**src/rtl/spi_adc_scanner.sv**
```systemverilog
`default_nettype none
// ==========================================================================
// spi_adc_scanner : periodic N-channel SPI ADC scan sequencer and sampler
// Rev 1.0
// ==========================================================================
module spi_adc_scanner #(
  parameter int          NUM_CH        = 4,
  parameter int          CH_W          = 4,
  parameter int          SAMPLE_PERIOD = 2400,
  parameter logic [15:0] CMD_BASE      = 16'h0000,
  parameter int          CH_SHIFT      = 11,
  parameter int          TIMEOUT       = 4096
) (
  input  logic            clk,
  input  logic            rst_n,
  input  logic            i_enable,
  input  logic            i_clear_err,
  output logic            o_start_transfer,
  output logic [15:0]     o_data_to_tx,
  input  logic [15:0]     i_data_rx,
  input  logic            i_transfer_done,
  input  logic            i_transfer_busy,
  output logic [15:0]     o_sample_data,
  output logic [CH_W-1:0] o_sample_ch,
  output logic            o_sample_valid,
  output logic            o_frame_done,
  output logic            o_timeout_err,
  output logic            o_overrun_err,
  output logic            o_scan_busy
);

  localparam int                PER_W      = $clog2(SAMPLE_PERIOD + 1);
  localparam int                TMO_W      = $clog2(TIMEOUT + 1);
  localparam logic [PER_W-1:0]  c_PER_LAST = PER_W'(SAMPLE_PERIOD - 1);
  localparam logic [TMO_W-1:0]  c_TMO_LAST = TMO_W'(TIMEOUT - 1);
  localparam logic [CH_W-1:0]   c_LAST_CH  = CH_W'(NUM_CH - 1);

  typedef enum logic [1:0] {
    S_IDLE      = 2'd0,
    S_REQ       = 2'd1,
    S_WAIT_DONE = 2'd2,
    S_STORE     = 2'd3
  } state_t;

  state_t           r_state, w_state_nxt;
  logic [CH_W-1:0]  r_ch, w_ch_nxt;
  logic [PER_W-1:0] r_per;
  logic [TMO_W-1:0] r_tmo;
  logic [15:0]      r_tx, r_sample;
  logic             r_done_s1, r_done_s2, r_done_d;
  logic             r_busy_s1, r_busy_s2;
  logic             r_tmo_err, r_ovr_err;
  logic             w_tick, w_done_rise, w_tmo_hit, w_enter_req, w_ovr_evt;
  logic             w_start, w_valid, w_frame, w_capture, w_abort;

  assign w_tick      = i_enable && (r_per == c_PER_LAST);
  assign w_done_rise = r_done_s2 && !r_done_d;
  assign w_tmo_hit   = (r_tmo == c_TMO_LAST);
  assign w_ovr_evt   = w_tick && (r_state != S_IDLE);

  always_comb begin
    w_state_nxt = r_state;
    w_ch_nxt    = r_ch;
    w_start     = 1'b0;
    w_valid     = 1'b0;
    w_frame     = 1'b0;
    w_capture   = 1'b0;
    w_abort     = 1'b0;
    case (r_state)
      S_IDLE: begin
        if (w_tick) begin
          w_state_nxt = S_REQ;
          w_ch_nxt    = '0;
        end
      end
      S_REQ: begin
        // start is held until the master's slow clock has visibly accepted it
        if (w_tmo_hit) begin
          w_abort = 1'b1;
        end else if (r_busy_s2) begin
          w_state_nxt = S_WAIT_DONE;
        end else begin
          w_start = 1'b1;
        end
      end
      S_WAIT_DONE: begin
        if (w_done_rise) begin
          w_capture   = 1'b1;
          w_state_nxt = S_STORE;
        end else if (w_tmo_hit) begin
          w_abort = 1'b1;
        end
      end
      S_STORE: begin
        w_valid = 1'b1;
        if (!i_enable) begin
          w_state_nxt = S_IDLE;
          w_ch_nxt    = '0;
        end else if (r_ch == c_LAST_CH) begin
          w_frame     = 1'b1;
          w_state_nxt = S_IDLE;
          w_ch_nxt    = '0;
        end else begin
          w_state_nxt = S_REQ;
          w_ch_nxt    = r_ch + CH_W'(1);
        end
      end
      default: w_state_nxt = S_IDLE;
    endcase
    if (w_abort) begin
      w_state_nxt = S_IDLE;
      w_ch_nxt    = '0;
    end
  end

  assign w_enter_req = (w_state_nxt == S_REQ) && (r_state != S_REQ);

  always_ff @(posedge clk or negedge rst_n) begin
    if (!rst_n) begin
      r_state   <= S_IDLE;
      r_ch      <= '0;
      r_per     <= '0;
      r_tmo     <= '0;
      r_tx      <= CMD_BASE;
      r_sample  <= '0;
      r_done_s1 <= 1'b0;
      r_done_s2 <= 1'b0;
      r_done_d  <= 1'b0;
      r_busy_s1 <= 1'b0;
      r_busy_s2 <= 1'b0;
      r_tmo_err <= 1'b0;
      r_ovr_err <= 1'b0;
    end else begin
      r_state   <= w_state_nxt;
      r_ch      <= w_ch_nxt;
      r_done_s1 <= i_transfer_done;
      r_done_s2 <= r_done_s1;
      r_done_d  <= r_done_s2;
      r_busy_s1 <= i_transfer_busy;
      r_busy_s2 <= r_busy_s1;

      if (!i_enable || (r_per == c_PER_LAST)) r_per <= '0;
      else                                    r_per <= r_per + PER_W'(1);

      if (w_enter_req)                                           r_tmo <= '0;
      else if ((r_state == S_REQ) || (r_state == S_WAIT_DONE))   r_tmo <= r_tmo + TMO_W'(1);

      if (w_enter_req) r_tx <= CMD_BASE | (16'(w_ch_nxt) << CH_SHIFT);
      if (w_capture)   r_sample <= i_data_rx;

      // an error event in the same cycle as clear_err leaves the flag set
      if (w_abort)          r_tmo_err <= 1'b1;
      else if (i_clear_err) r_tmo_err <= 1'b0;
      if (w_ovr_evt)        r_ovr_err <= 1'b1;
      else if (i_clear_err) r_ovr_err <= 1'b0;
    end
  end

  assign o_start_transfer = w_start;
  assign o_data_to_tx     = r_tx;
  assign o_sample_data    = r_sample;
  assign o_sample_ch      = r_ch;
  assign o_sample_valid   = w_valid;
  assign o_frame_done     = w_frame;
  assign o_timeout_err    = r_tmo_err;
  assign o_overrun_err    = r_ovr_err;
  assign o_scan_busy      = (r_state != S_IDLE);

endmodule
`default_nettype wire

```
**config.mk**
```make
export PLATFORM = sky130hd
export DESIGN_NAME = spi_adc_scanner
export DESIGN_NICKNAME = d
export VERILOG_FILES = /design/src/rtl/spi_adc_scanner.sv
export SDC_FILE = /design/constraint.sdc
export NUM_CORES = 1
export LEC_CHECK = 0
export ABC_AREA = 0
export CAP_MARGIN = 20
export CORE_MARGIN = 4
export CORE_UTILIZATION = 45
export CTS_BUF_LIST = sky130_fd_sc_hd__clkbuf_16
export DETAILED_ROUTE_END_ITERATION = 12
export GPL_ROUTABILITY_DRIVEN = 0
export PLACE_DENSITY = 0.76
export SKIP_CTS_REPAIR_TIMING = 1
export SYNTH_ARGS = -nofsm -noshare
export SYNTH_HDL_FRONTEND = slang
export SYNTH_SLANG_ARGS = --single-unit
```
**constraint.sdc**
```tcl
create_clock -name clk -period 2.3 [get_ports clk]
set_clock_uncertainty 0.15 [all_clocks]
set_input_delay 0.575 -clock clk [delete_from_list [all_inputs] [get_ports clk]]
set_output_delay 0.575 -clock clk [all_outputs]
set_load 0.01 [all_outputs]
```
# Word-level counts from Yosys, hierarchy flattened

Index checks and enable logic that the tools add are counted.

$add $sub $neg: 3
Equality and inequality tests: 8
Multiplexer cells: 31
Reduce and logical (&&, ||, !) cells: 13

Operators with widths:

| kind                    | count |
|---|---|
| $mux W13                | 2 |
| $mux W1                 | 16 |
| $mux W4                 | 4 |
| $add A13 B1 Y13 const B | 1 |
| $eq A13 B12 Y1 const B  | 1 |
| $add A12 B1 Y12 const B | 1 |
| $eq A12 B12 Y1 const B  | 1 |
| $mux W12                | 1 |
| $mux W2                 | 5 |
| $pmux W2 S4             | 1 |
| $pmux W4 S2             | 1 |
| $reduce_bool A2 Y1      | 4 |
| $add A4 B1 Y4 const B   | 1 |
| $eq A2 B1 Y1 const B    | 2 |
| $eq A2 B2 Y1 const B    | 2 |
| $eq A4 B2 Y1 const B    | 1 |
| $logic_and A1 B1 Y1     | 4 |
| $logic_not A1 Y1        | 2 |
| $logic_not A2 Y1        | 1 |
| $logic_or A1 B1 Y1      | 2 |
| $ne A2 B1 Y1 const B    | 1 |
| $pmux W1 S2             | 1 |

Register bits: 58
Input bits: 22
Output and inout bits: 42
Word-level logic and storage cells: 68

# Logic depth before layout (Yosys ltp)

Gate-level depths: netlist of run 1.

Depth after elaboration: 8
Gate-level depth with buffers: 9
Depth with buffers taken out: 7

# Least setup slack after synthesis of run 1

Ideal clock, no wire load.

Path kind: register to register
Start: reg r_state[0]
End: reg r_tx[11] (netlist: o_data_to_tx[11])
Library setup time: 125 ps
Data arrival time: 2144 ps
Required time: 2025 ps
Slack: -118 ps
Cell stages (with the launch flop): 9
Path buffers: 1
Clock period less this slack: 2418 ps
Cells stage by stage: dfrtp_1 > inv_1 > ha_1 > nand4_1 > or2_0 > clkbuf_1 > nor3_2 > nor4_4 > mux2_2

Cells in the longest elaborated chain, start to end: 6
Elaborated cells between the ends (all ways): 16
Those cells by class: eq/ne: 5; mux: 9; reduce/logical: 2

RTL lines:

| element                | line | source |
|---|---|---|
| from (decl)            | 45   | `state_t r_state, w_state_nxt;` |
| from (signal assigned) | 134  | `r_state <= w_state_nxt;` |
| $mux W2                | 80   | `end else if (r_busy_s2) begin` |
| $mux W2                | 78   | `if (w_tmo_hit) begin` |
| $pmux W2 S4            | 69   | `case (r_state)` |
| $mux W2                | 110  | `if (w_abort) begin` |
| $eq A2 B1 Y1           | 116  | `assign w_enter_req = (w_state_nxt == S_REQ) && (r_state != S_REQ);` |
| $logic_and A1 B1 Y1    | 116  |  |
| to (signal assigned)   | 148  | `if (w_enter_req) r_tx <= CMD_BASE \| (16'(w_ch_nxt) << CH_SHIFT);` |
| to (decl)              | 49   | `logic [15:0] r_tx, r_sample;` |

Parallel ways exist; a longest one is shown, timed or not.
A chain may end at the register's enable or synchronous reset.

# Worst setup path after layout of run 1

Start: reg r_state[0]
End: reg r_tx[11] (netlist: o_data_to_tx[11])

Elaborated cells between the ends (all ways): 16
Those cells by class: eq/ne: 5; mux: 9; reduce/logical: 2

RTL lines:

| element                                           | line | source |
|---|---|---|
| $eq A2 B2 Y1 (tied with other cells)              | 69   |  |
| $pmux W4 S2 / $pmux W1 S2 (equally long branches) | 69   |  |
| $mux W4 (*)                                       | 110  |  |
| named net w_ch_nxt[0]                             | 46   | `logic [CH_W-1:0] r_ch, w_ch_nxt;` |

The timed path passes the listed nets; every way through them passes the cells marked *.

==> summary.txt, run 1 <==
Floorplanning
  • Die area: 7490 µm²
  • Die Y: 86.6 µm
  • Die Span X: 86.6 µm
  • Rows: 28
  • I/O pin cnt: 64
  • Core ar.: 5960 µm²
  • Starting Density: 0.466

Outcome
  • Status: complete, no violations

Critical path
  • Crit-path cells: inv_2, ha_4, nand4_1, or2_4, or3_4, a31o_2, mux2_4
  • Slowest stage cell, crit path: dfrtp_1
  • Top Family by Delay on Critical Path: simple AND/OR/NAND/NOR gates
  • CP arrival: 2.30 ns
  • CP Data Required Time: 2.35 ns
  • Critical path buffer and inverter count: 1
  • CP Class: reg -> reg
  • CP Capture Type: flip-flop
  • CP max FO: 4
  • CP peak stage delay: 0.40 ns
  • Critical Path Start Type: flip-flop

Yosys
  • Simple logic cell fraction of the synthesized area: 0.172
  • Synth Warn #: 0
  • Post-synth ARST share: 1.00
  • Synth Register Bits: 58
  • Mux contribution to synthesized area: 0.0847
  • Mapped Cells: 249
  • Post-synth cell types: 47
  • Largest family of logic cells by synthesized area: simple AND/OR/NAND/NOR gates
  • Seq/Total Area, Yosys: 0.523
  • Ys flop type: dfrtp_1
  • EDFF count, synth: 0
  • Xor-xnor portion of the synthesized cell area: 0.0694
  • Synth Area in Compound Gates: 0.0617
  • Post-Syn Area: 2780 µm²
  • Adder-cell area share of the yosys netlist: 0.0361
  • Avg Cell Area, Syn: 11.2 µm²

Detailed routing
  • Post-route DRC: 0
  • Detail Route Antenna Nets: 0
  • Vias: 2,197
  • WL final: 6.15 mm
  • Drt first pass iters: 4
  • Drt wl/cell: 14.3 µm
  • Vias/cell: 5.11
  • Initial DRC count: 63

Finish
  • Non-filler instance count after layout: 430
  • Area Growth Syn to Fin: 48.7%
  • Area of the multi-input gates: 1350 µm²
  • Ant diodes: 0
  • # fillers: 439
  • Share of cells above drive strength 1: 0.299
  • Reg area: 1450 µm²
  • Final #Nets: 381

Timing
  • Setup TNS: 0 ns
  • Slew Viols, Final: 0
  • Worst Max-Slew Pin Slew: 0.758 ns
  • Final worst path period need: 2.25 ns
  • Unrepaired setup endpoints after global routing: yes
  • Slew margin rel.: 0.490
  • Fmax: 0.444 GHz
  • Final count of hold timing violations: 0
  • Final setup fails: 0
  • Tcrit/Tclk final: 0.979

Global routing
  • Initial antenna violation count: 0
  • Vias in the first global route: 2,348
  • Gr ovfl total: 0
  • Tot GR Track Use: 0.182
  • Largest net degree at the start of global routing: 40
  • Global-route wire length before repair: 10.6 mm

Placement
  • Dpl hpwl: 4.45 mm
  • PortBufs: 51
  • Placed cell count: 411

Hold path
  • Hold/Removal Path Class: in -> async

Clocking
  • Clock slew seen by the registers of the worst setup and hold paths: 0.05 ns
  • H-tree levels: 3
  • Clock Tree Buf Depth: 2
  • Sink Count: 58
  • TritonCTS clock tree: yes
  • CTS buffer count: 9
  • Clock Tree Root: clkbuf_16
  • Worst-skew pair later-pin latency: 0.32 ns

Pwr
  • Max IR drop VDD: 0.732 mV
  • Static Leak: 1.91 nW
  • Pwr dens: 1140 nW/µm²

Flow run
  • Max Cap Viol: 0
==> layer usage <==
metal  part of all wire  global-route usage
met4              0.024              0.0921
met2               0.50               0.306
met5                  0                   0
met1               0.42               0.213
met3              0.048              0.0513
==> Yosys cell counts, types with 2 or more instances <==
cell      instances  area (µm²)
a32oi_1           2        17.5
o21ai_0           6        30.0
ha_1              8         100
clkbuf_1          4        15.0
xor2_1           13         114
nor2_1           32         120
dfrtp_1          58        1450
nor2b_1           2        12.5
inv_1             9        33.8
nor3_1            6        30.0
nand2_1          16        60.1
xnor2_1           9        78.8
and3_1            4        25.0
nand3_1           3        15.0
nor3b_1           2        15.0
nand4_1           6        37.5
and4_1            4        35.0
o31ai_1           2        15.0
a21oi_1           4        20.0
buf_4            12        90.1
or2_2             2        12.5
mux2_2           20         225
==> power by group <==
group	total, mW	switching [mW]	internal, mW
logic	1.85	0.830	1.02
registers	1.39	0.128	1.26
clock network	1.48	0.440	1.04
==> sequential cells by signal, summed over array words and instances (netlist names) <==
| register | flops |
|---|---|
| r_busy_s1 | 1 |
| r_busy_s2 | 1 |
| o_overrun_err | 1 |
| o_timeout_err | 1 |
| o_sample_data | 16 |
| r_done_d | 1 |
| r_done_s2 | 1 |
| r_per | 12 |
| r_state | 2 |
| o_data_to_tx | 4 |
| r_tmo | 13 |
| r_done_s1 | 1 |
| o_sample_ch | 4 |
==> placed cells by master, fill, tap and decap left out, types with 6 or more instances in the layout <==
cell type,count
nor2_1,32
xor2_1,13
mux2_2,16
buf_4,44
dfrtp_1,58
nand2_1,16
clkbuf_16,9
clkdlybuf4s50_1,45
conb_1,12
inv_1,7
xnor2_1,9
nand4_1,6
==> layout make-up <==
class                      count  share of cell area
clock buffer                   9              0.0546
clock inverter                 6              0.0258
tap                           75              0.0227
inverter                       9             0.00818
sequential                    58               0.352
multi-input combinational    176               0.326
timing repair buffer          97               0.211
==> per-stage QoR <==
| stage | util | worst slack, ns | hold WS (ns) | total power, mW | cell area [µm²] |
|---|---|---|---|---|---|
| 5_1_grt | 0.693 | -0.0636 | 0.0853 | 4.99 | 4130 |
| 3_3_place_gp | 0.612 | -0.348 | 0.184 | 3.05 | 3650 |
| 4_1_cts | 0.668 | -0.382 | 0.0619 | 4.61 | 3980 |
| 3_5_place_dp | 0.612 | -0.408 | 0.189 | 3.10 | 3650 |
| 2_1_floorplan | - | -0.00891 | 0.129 | 2.26 | 2830 |
| 6_report | 0.693 | 0.0486 | 0.0572 | 4.72 | 4130 |
==> worst paths after layout <==
check	depth (start not counted)	to	slack [ns]	from
hold / removal	1	r_per[10]	0.06	rst_n
setup reg to reg	7	o_data_to_tx[11]	0.05	r_state[0]
hold reg to reg	0	r_done_s2	0.20	r_done_s1
min in group clk	0	r_done_s2	0.20	r_done_s1
setup / recovery	7	o_data_to_tx[11]	0.05	r_state[0]
max in group asynchronous	2	r_tmo[3]	1.38	rst_n
==> worst register-to-register path, cell delays in order (launching register included) <==
cell	delay [ns]
dfrtp_1	0.40
inv_2	0.09
ha_4	0.27
nand4_1	0.09
or2_4	0.28
or3_4	0.35
a31o_2	0.26
mux2_4	0.26
==> logic make-up after synthesis <==
group / Yosys count
AOI/OAI and AO/OA: 24
DFF: 58
buffers and inverters: 26
other: 1
and+or+nand+nor: 89
muxes: 21
adders and majority gates: 8
xor gates and xnor gates: 22
Note: power is estimated with default switching activity, not from simulation.
==> inputs of run 2 (changes only) <==
Settings changed: CAP_MARGIN 20 to 40, DONT_BUFFER_PORTS set to 1, GPL_TIMING_DRIVEN set to 0, PLACE_DENSITY 0.76 to not set.
==> run 2 against run 1 <==
Net effect: the flow now finishes with violations (negative setup slack); routed wire length shrank 6.7%; critical endpoint is now o_data_to_tx[14]; cell count is 13% lower; highest routed layer unchanged; critical path type unchanged; power decreased by 11%; via count is 12% lower; flip-flop and latch count unchanged; global-route usage is 2.4 points lower; design area decreased by 14%.
==> summary.txt, run 2 (synthesized netlist as in run 1, its figures left out) <==
Floorplanning
  • Die area: 7490 µm²
  • I/O pin cnt: 64
  • Starting Density: 0.466
  • Rows: 28
  • Die Y: 86.6 µm
  • Core ar.: 5960 µm²
  • Die Span X: 86.6 µm

Placement
  • Placed cell count: 335
  • PortBufs: 0
  • Dpl hpwl: 3.74 mm
  • Area after DPL: 2930 µm²

Timing
  • Unrepaired setup endpoints after global routing: yes
  • Final worst path period need: 2.40 ns
  • Final WS setup: -0.102 ns
  • Fmax: 0.416 GHz
  • Tcrit/Tclk final: 1.04
  • Final count of hold timing violations: 0
  • Slew Viols, Final: 0
  • Final setup fails: 4
  • Setup TNS: -0.347 ns

Finish
  • Ant diodes: 0
  • Share of cells above drive strength 1: 0.323
  • Number of flip-flops under the largest register name: 16
  • # fillers: 493
  • Final instance area: 3550 µm²
  • Area of the multi-input gates: 1330 µm²
  • Final Util: 0.596
  • Area Growth Syn to Fin: 27.8%
  • Reg area: 1460 µm²
  • Most frequent cells in the layout: 55 x dfrtp_1, 33 x buf_4, 32 x nor2_1
  • Commonest non-fill, non-tap cell in the layout: dfrtp_1
  • Final #Nets: 322
  • Non-filler instance count after layout: 372

Hold path
  • Hold Path Cell Cnt: 0
  • Hold/Removal Path Class: in -> reg

Detailed routing
  • Post-route DRC: 0
  • Drt first pass iters: 4
  • Initial DRC count: 94
  • Vias/cell: 5.17
  • Detail Route Antenna Nets: 0
  • Vias: 1,924
  • WL final: 5.73 mm
  • Drt wl/cell: 15.4 µm

Global routing
  • GR Layer Usage met3: 0.0570
  • Gr ovfl total: 0
  • Initial antenna violation count: 0
  • Vias in the first global route: 1,818
  • GR Util met1: 0.206
  • Met2 usage: 0.227
  • Global-route wire length before repair: 8.92 mm
  • GRT busiest layer: met2
  • Tot GR Track Use: 0.158
  • Largest net degree at the start of global routing: 59

Clocking
  • Clock slew seen by the registers of the worst setup and hold paths: 0.05 ns
  • Sink Count: 58
  • TritonCTS clock tree: yes
  • H-tree levels: 3
  • CTS buffer count: 9
  • Clock Tree Root: clkbuf_16
  • Worst-skew pair later-pin latency: 0.32 ns
  • Clock Tree Buf Depth: 2

Pwr
  • Max IR drop VDD: 0.677 mV
  • Static Leak: 1.64 nW
  • Pwr dens: 1190 nW/µm²
  • Total Power: 4.21 mW

Flow run
  • Max Cap Viol: 0

Critical path
  • Critical Path Start Type: flip-flop
  • CP max FO: 5
  • CP Data Required Time: 2.35 ns
  • CP arrival: 2.45 ns
  • CP Capture Type: flip-flop
  • Reg2reg path depth: 6
  • CP Class: reg -> reg
  • Slack of the worst reg-to-reg path: -0.10 ns

Outcome
  • Failing checks: negative setup slack
  • Status: finished with violations
==> run 2: cell count changes in the layout (fill, tap and decap cells not counted), sizes merged <==
cell           previous run  this run
clkdlybuf4s50            45         0
dlymetal6s2s              4         0
clkbuf                   10        11
buf                      47        35
inv                       9        11
dlygate4sd3               0         1
clkinv                    2         1
==> run 2: worst max-delay path, cell delays in order (launching register included) <==
cell,delay [ns]
dfrtp_1,0.40
or3b_4,0.43
o41ai_4,0.37
a32oi_2,0.14
nor4_4,0.29
buf_4,0.20
mux2_4,0.30
==> run 2: worst paths after layout <==
check / to / from
hold reg to reg: r_busy_s2 / r_busy_s1
setup reg to reg: o_data_to_tx[14] / r_per[7]
setup / recovery: o_data_to_tx[14] / r_per[7]
hold / removal: r_done_s1 / i_transfer_done
max in group asynchronous: r_per[5] / rst_n
min in group asynchronous: o_sample_ch[3] / rst_n
==> run 2: per-layer routing <==
metal / vias to the layer above / part of all wire / wire [µm]
li1: 928 / - / -
met1: 916 / 0.43 / 2470
met2: 65 / 0.47 / 2670
met3: 15 / 0.078 / 446
met4: 0 / 0.026 / 149
met5: - / 0 / 0
==> run 2: area by class of cell <==
type	count	share of cell area
Timing Repair Buffer	23	0.0550
Buffer	15	0.0289
Clock inverter	7	0.0310
Multi-Input combinational cell	176	0.376
Clock buffer	9	0.0635
Tap cell	75	0.0264
Inverter	9	0.00952
Sequential cell	58	0.410
==> run 2: where the power goes <==
group          switching [mW]  internal, mW  leakage, nW  total, mW
combinational           0.596         0.588        0.725       1.18
clock                   0.450          1.05        0.168       1.50
sequential              0.270          1.26        0.745       1.53
total                    1.32          2.90         1.64       4.21
==> run 2: per-stage QoR <==
stage,worst slack (ns),hold WS (ns)
final,-0.102,0.129
after global routing,-0.209,0.115
after CTS,-0.498,-0.219
after detailed placement,-0.486,0.131
after global placement,-0.444,0.131
after floorplan,-0.00891,0.129
